==> config.mk <==
export PLATFORM = sky130hd
export DESIGN_NAME = multiplicador_ctrl
export DESIGN_NICKNAME = d
export VERILOG_FILES = /design/src/rtl/multiplicador_ctrl.sv
export SDC_FILE = /design/constraint.sdc
export NUM_CORES = 1
export LEC_CHECK = 0
export ABC_AREA = 1
export BUFFER_PORTS_ARGS = -buffer_cell sky130_fd_sc_hd__buf_2
export CAP_MARGIN = 0
export CORE_MARGIN = 5
export CORE_UTILIZATION = 40
export DETAILED_ROUTE_END_ITERATION = 16
export PLACE_DENSITY = 0.63
export SLEW_MARGIN = 25
export SYNTH_ARGS = -nofsm -noshare
export SYNTH_HDL_FRONTEND = slang
export SYNTH_SLANG_ARGS = --single-unit
==> constraint.sdc <==
create_clock -name clk -period 4.4 [get_ports clk]
set_clock_uncertainty 0.15 [all_clocks]
set_input_delay 0.88 -clock clk [delete_from_list [all_inputs] [get_ports clk]]
set_output_delay 0.88 -clock clk [all_outputs]
set_load 0.005 [all_outputs]
==> src/rtl/multiplicador_ctrl.sv <==
// multiplicador_ctrl
//   Shift-and-add sequencing layer of the Multiplicador datapath. Computes an
//   unsigned WIDTH x WIDTH product over several cycles. An external
//   combinational Adder computes add_a + add_b. This block drives the adder
//   operands, captures the sum and runs the shift/iteration control.
//
// Ports
//   clk        rising-edge clock
//   rst        asynchronous, active-high reset
//   start      multiply request, sampled only in IDLE
//   A, B       multiplicand / multiplier, captured on the accepting edge
//   add_a      adder operand A (accumulator)
//   add_b      adder operand B (multiplicand)
//   add_saida  adder sum, carry in bit WIDTH
//   ocupado    high whenever the controller is not IDLE
//   done       one-cycle pulse while in FIM; produto is valid then
//   produto    2*WIDTH-bit result, held until the next accepted start
//
// Configuration
//   MULT_SKIP_ZERO_EN  when defined, ADD is bypassed for multiplier bits that
//                      are 0, so latency becomes WIDTH + popcount(B) cycles.

module multiplicador_ctrl #(
    parameter int WIDTH = 4
) (
    input  logic                 clk,
    input  logic                 rst,
    input  logic                 start,
    input  logic [WIDTH-1:0]     A,
    input  logic [WIDTH-1:0]     B,
    output logic [WIDTH-1:0]     add_a,
    output logic [WIDTH-1:0]     add_b,
    input  logic [WIDTH:0]       add_saida,
    output logic                 ocupado,
    output logic                 done,
    output logic [2*WIDTH-1:0]   produto
);

    localparam int CW = $clog2(WIDTH + 1);

    localparam logic [1:0] IDLE  = 2'd0;
    localparam logic [1:0] ADD   = 2'd1;
    localparam logic [1:0] SHIFT = 2'd2;
    localparam logic [1:0] FIM   = 2'd3;

    localparam logic [CW-1:0] CNT_ONE  = CW'(1);
    localparam logic [CW-1:0] CNT_LAST = CW'(WIDTH - 1);

    logic [1:0]       state;
    logic [WIDTH-1:0] m;
    logic             c;
    logic [WIDTH-1:0] acc;
    logic [WIDTH-1:0] q;
    logic [CW-1:0]    cnt;

    assign add_a   = acc;
    assign add_b   = m;
    assign ocupado = (state != IDLE);
    assign done    = (state == FIM);

    always_ff @(posedge clk or posedge rst) begin
        if (rst) begin
            state   <= IDLE;
            m       <= '0;
            c       <= 1'b0;
            acc     <= '0;
            q       <= '0;
            cnt     <= '0;
            produto <= '0;
        end else begin
            case (state)
                IDLE: begin
                    if (start) begin
                        m   <= A;
                        q   <= B;
                        acc <= '0;
                        c   <= 1'b0;
                        cnt <= '0;
`ifdef MULT_SKIP_ZERO_EN
                        state <= B[0] ? ADD : SHIFT;
`else
                        state <= ADD;
`endif
                    end
                end

                ADD: begin
                    if (q[0]) begin
                        {c, acc} <= add_saida;
                    end else begin
                        c <= 1'b0;
                    end
                    state <= SHIFT;
                end

                SHIFT: begin
                    // Logical right shift of {C,ACC,Q} by one bit.
                    c   <= 1'b0;
                    acc <= {c, acc[WIDTH-1:1]};
                    q   <= {acc[0], q[WIDTH-1:1]};
                    cnt <= cnt + CNT_ONE;
                    if (cnt == CNT_LAST) begin
                        // Capture the post-shift {ACC,Q} so produto is valid during FIM.
                        produto <= {c, acc, q[WIDTH-1:1]};
                        state   <= FIM;
                    end else begin
`ifdef MULT_SKIP_ZERO_EN
                        // q[1] becomes Q[0] after this shift; a 0 bit skips ADD.
                        state <= q[1] ? ADD : SHIFT;
`else
                        state <= ADD;
`endif
                    end
                end

                default: begin
                    state <= IDLE;
                end
            endcase
        end
    end

endmodule

==> impl_metrics.tcl, run 1 <==
set metrics [dict create \
    status "finished clean" \
    tightest_slew_ns 0.6075 \
    seq_area_frac_synth 0.4915 \
    synth_cell_types 20 \
    rows 20 \
    finalHoldViolations 0 \
    fin_crit_ns 2.493 \
    netlist_area_um2 1324 \
    fmax_mhz 401.2 \
    firstDrtPassIters 4 \
    syn-instance-count 158 \
    pwr-share-clk 0.163 \
    worstPathRequired_ns 3.37 \
    min_path_type "reg2reg" \
    post-cts-setup-buffer-count 0 \
    fin_cells 235 \
    io_buffers 33 \
    cts_resized 0 \
    startpoint "state[0]" \
    swShare 0.4128 \
    finalSetupViolations 0 \
    r2r_slack_ns 2.35 \
    route.detailed.drc 0 \
    clk_latency_ns 0.32 \
    post-route-period-util 0.5665 \
    dieArea_um2 4560 \
    grt_usage 0.1343 \
    crit_fanout 7 \
    via_count 1106 \
    reg2reg_to "state[1]" \
    crit_end "ocupado" \
    synthTopCellsByArea "dfrtp_1 (49%), nand2_1 (18%), ha_1 (7.6%), nand3_1 (5.3%), inv_1 (3.7%)" \
    final_cell_mix "nand2_1 (64), buf_2 (33), dfrtp_1 (26), nand3_1 (14), inv_1 (12)" \
    endpoint_kind "output pin" \
    grt-ovfl-total 0 \
    drt-total-wl_mm 2.767 \
    grt_pass1_vias 1060 \
    arrival_ns 1.46 \
    final_core_util 0.5044 \
    cts_buffer_depth 2 \
    hold_buffers 0 \
    p_seq_frac 0.393 \
    cts_made_buffers 3 \
    critical_path_class "reg2out" \
    path_clk_slew_ns 0.15 \
    final_common_cell "nand2_1" \
    first_iter_violations 64 \
    cts_root_buf "clkbuf_4" \
    routed_via_density 4.706 \
    slew_violations 0 \
    start_kind "register" \
    clkSinkCount 26 \
    antenna_found_initial 0 \
    reg2reg_from "state[0]" \
    max-vdd-ir-drop_mv 0.3279 \
    drive_above_1_share 0.2670 \
    final_antenna_net_count 0 \
    cap_violations 0 \
    nFillCells 313 \
    io_pins 34 \
    tns_ns 0 \
    powerDensity_nw_per_um2 647.1 \
    yosys_warnings 0 \
    core_um2 3103 \
    finalPower_mw 1.013 \
    dpl.cell_count 231 \
    ys_ff_latch 26 \
    switchingPower_uw 418.1 \
    start_util 0.4266 \
    p_leak_nw 0.8817 \
    die_w_um 67.53 \
    grt_max_degree 27 \
    rsz0062_at_grt "false" \
    area_growth_pct 18.24 \
    synth.avg_cell_area_um2 8.378 \
    gp_congestion 0.7672 \
    insertedDiodeCount 0 \
    hold_ws_ns 0.3372 \
    hpwl_mm 2.126 \
    htree_levels 1 \
    syn_nets 182 \
    p_int_uw 594.7 \
    detail_route.wl_per_cell_um 11.77 \
    nets 216 \
    die_h_um 67.53 \
    cts_tree "built" \
    grt_pass1_wl_mm 4.643 \
    relSlewSlack 0.5950 \
    yosysTopAreaCellShare 0.4915 \
    pwr-share-comb 0.445 \
    r2r_cells 6 \
    yosysTopAreaCell "dfrtp_1" \
]
-- through the flow --
step / instance area (µm²) / setup slack [ns]
CTS: 1565 / 1.886
finish: 1565 / 1.907
floorplan: 1324 / 2.460
detailed placement: 1513 / 2.279
global route: 1565 / 1.760
global placement: 1513 / 2.308
-- flip-flops by register name, summed over array words and instances (netlist names) --
register	flops
produto	8
add_a	4
add_b	4
q	4
cnt	3
state	2
c	1
-- cell usage after synthesis, drive strengths merged --
| cell | instances |
|---|---|
| inv | 16 |
| dfrtp | 26 |
| nand3 | 14 |
| nand2 | 69 |
| o22ai | 1 |
| nor2 | 3 |
| a21oi | 4 |
| ha | 8 |
| o21ai | 13 |
| buf | 4 |
-- per-layer routing --
layer  up-vias  track usage  wire length, µm
li1        564            -                -
met1       523       0.1656             1215
met2        17       0.2309             1416
met3         2      0.02329              111
met4         0      0.05316               24
met5         -            0                0
-- how the worst min path moves through the flow --
stage,startpoint,to,cells past startpoint
floorplan,add_b[0],add_b[0],2
global placement,add_b[3],add_b[3],2
detailed placement,add_b[3],add_b[3],2
CTS,produto[7],produto[7],2
global route,add_b[3],add_b[3],2
finish,produto[7],produto[7],2
-- critical path, stage by stage (launching register included) --
cell and delay (ns):
dfrtp_1 0.45, inv_1 0.16, ha_1 0.34, inv_1 0.06, buf_2 0.13
-- logic make-up (layout without fill, tap and decap cells) --
| logic type | after synthesis | count (layout) | synth area share |
|---|---|---|---|
| adders and majority gates | 8 | 8 | 0.07562 |
| AOI/OAI and AO/OA | 18 | 18 | 0.08602 |
| and+or+nand+nor | 86 | 86 | 0.2760 |
| buffers and inverters | 20 | 53 | 0.07089 |
| DFF | 26 | 26 | 0.4915 |
-- cell type report --
| type | instances | area [µm²] | area share |
|---|---|---|---|
| inverter | 16 | 62.56 | 0.03997 |
| clock buffer | 3 | 22.52 | 0.01439 |
| multi-input combinational | 112 | 579.3 | 0.3701 |
| sequential | 26 | 650.6 | 0.4157 |
| tap | 44 | 55.05 | 0.03517 |
| clock inverter | 1 | 30.03 | 0.01918 |
| timing repair buffer | 33 | 165.2 | 0.1055 |
-- power by group through the flow --
stage | Clock [mW] | Combinational, mW | Sequential [mW]
CTS | 0.170 | 0.461 | 0.397
global route | 0.179 | 0.516 | 0.408
floorplan | 0 | 0.334 | 0.393
detailed placement | 0 | 0.458 | 0.401
finish | 0.165 | 0.450 | 0.398
global placement | 0 | 0.447 | 0.399
Power figures use the tool's default switching activity.
==> inputs of run 2 (changes only) <==
- PLACE_DENSITY: 0.63 -> 0.66
- clock period: 4.4 -> 2 ns (I/O delays scaled with it)
==> impl_metrics.tcl, run 2 (synthesized netlist as in run 1, its figures left out) <==
set metrics [dict create \
    largest_reg_flops 8 \
    clk_latency_ns 0.32 \
    status "finished clean" \
    clkSinkCount 26 \
    grt_usage 0.1348 \
    die_h_um 67.53 \
    holdPathStages 3 \
    path_clk_slew_ns 0.14 \
    firstDrtPassIters 4 \
    critical_path_class "reg2out" \
    die_w_um 67.53 \
    final_common_cell "nand2_1" \
    pre_cts_slack_ns 0.3105 \
    powerDensity_nw_per_um2 1378 \
    rows 20 \
    largest-register "produto" \
    r2r_cells 6 \
    min_path_type "in2reg" \
    hpwl_mm 2.235 \
    via_count 1089 \
    io_buffers 33 \
    io_pins 34 \
    start_util 0.4266 \
    r2r_slack_ns 0.23 \
    slew_violations 0 \
    route.detailed.drc 0 \
    hold_path.startpoint "A[3]" \
    finalHoldViolations 0 \
    dieArea_um2 4560 \
    reg2reg_to "cnt[2]" \
    nFillCells 323 \
    drive_above_1_share 0.2769 \
    antenna_found_initial 0 \
    relSlewSlack 0.7388 \
    drt-total-wl_mm 2.831 \
    final_antenna_net_count 0 \
    dpl.cell_count 234 \
    grt_max_degree 27 \
    area_growth_pct 20.42 \
    p_leak_nw 0.8958 \
    cts_made_buffers 3 \
    routed_via_density 4.556 \
    crit_fanout 7 \
    detail_route.wl_per_cell_um 11.85 \
    finalPower_mw 2.197 \
    core_um2 3103 \
    worstPathRequired_ns 1.45 \
    cap_violations 0 \
    arrival_ns 1.36 \
    htree_levels 1 \
    start_kind "register" \
    cts_buffer_depth 2 \
    first_iter_violations 34 \
    fmax_mhz 524.0 \
    gp_congestion 0.7109 \
    grt-ovfl-total 0 \
    cts_tree "built" \
    fin_cells 239 \
    grt_pass1_vias 1076 \
    nets 220 \
    post-cts-setup-buffer-count 0 \
    rsz0062_at_grt "false" \
    endpoint_kind "output pin" \
    finalSetupViolations 0 \
    final_cell_mix "nand2_1 (64), buf_2 (33), dfrtp_1 (26), nand3_1 (14), inv_1 (13)" \
    fin_crit_ns 1.908 \
    cts_root_buf "clkbuf_4" \
    max-vdd-ir-drop_mv 0.5826 \
    setup_ws_ns 0.09170 \
    tightest_slew_ns 0.3904 \
    grt_pass1_wl_mm 4.643 \
    min_to "add_b[3]" \
    tns_ns 0 \
    post-route-period-util 0.9541 \
    insertedDiodeCount 0 \
    reg2reg_from "state[0]" \
]
## run 2: layer usage
metal	wire, µm	global-route usage	vias up
met5	0	0	-
met2	1448	0.2430	16
met3	93	0.01664	4
li1	-	-	568
met1	1239	0.1576	501
met4	50	0.06076	0
## run 2: worst max path at each step
stage          startpoint      end  slack [ns]  cells past startpoint
2_1_floorplan    state[0]   cnt[0]        0.51                      7
3_3_place_gp     state[0]     q[0]        0.35                      6
3_5_place_dp     state[0]   cnt[2]        0.31                      6
4_1_cts          state[0]  ocupado        0.03                      4
5_1_grt          state[0]  ocupado        0.01                      4
6_report         state[0]  ocupado        0.09                      4
## run 2: worst max-delay path, stage by stage, from the launching register on
cell and delay (ns):
dfrtp_1 0.46, inv_1 0.20, ha_4 0.22, inv_1 0.04
buf_2 0.12
## run 2: what timing repair did
action,CTS,global route
hold buffers,1,0
resized for setup,1,1
endpoints found under the setup margin,1,1
cloned,0,0
hold endpoints to repair,26,0
## run 2: area by class of cell
cell class	count	area (µm²)	share of cell area
Sequential cell	26	650.6	0.4082
Inverter	16	62.56	0.03925
Timing Repair Buffer	37	197.7	0.1240
Tap cell	44	55.05	0.03454
Multi-Input combinational cell	112	591.8	0.3713
Clock buffer	4	36.28	0.02276
## run 2: stage by stage
stage          utilization  hold slack, ns  area, µm²
5_1_grt             0.5137          0.1349       1594
4_1_cts             0.5105          0.1419       1584
2_1_floorplan            -          0.2900       1324
6_report            0.5137          0.1424       1594
3_3_place_gp        0.4948          0.3044       1535
3_5_place_dp        0.4948          0.3115       1535
## run 2: power by group
| group | switching [mW] | total [mW] | leakage, nW | internal [mW] |
|---|---|---|---|---|
| clock network | 0.156 | 0.267 | 0.0210 | 0.111 |
| logic | 0.635 | 1.06 | 0.532 | 0.423 |
| registers | 0.146 | 0.872 | 0.343 | 0.727 |
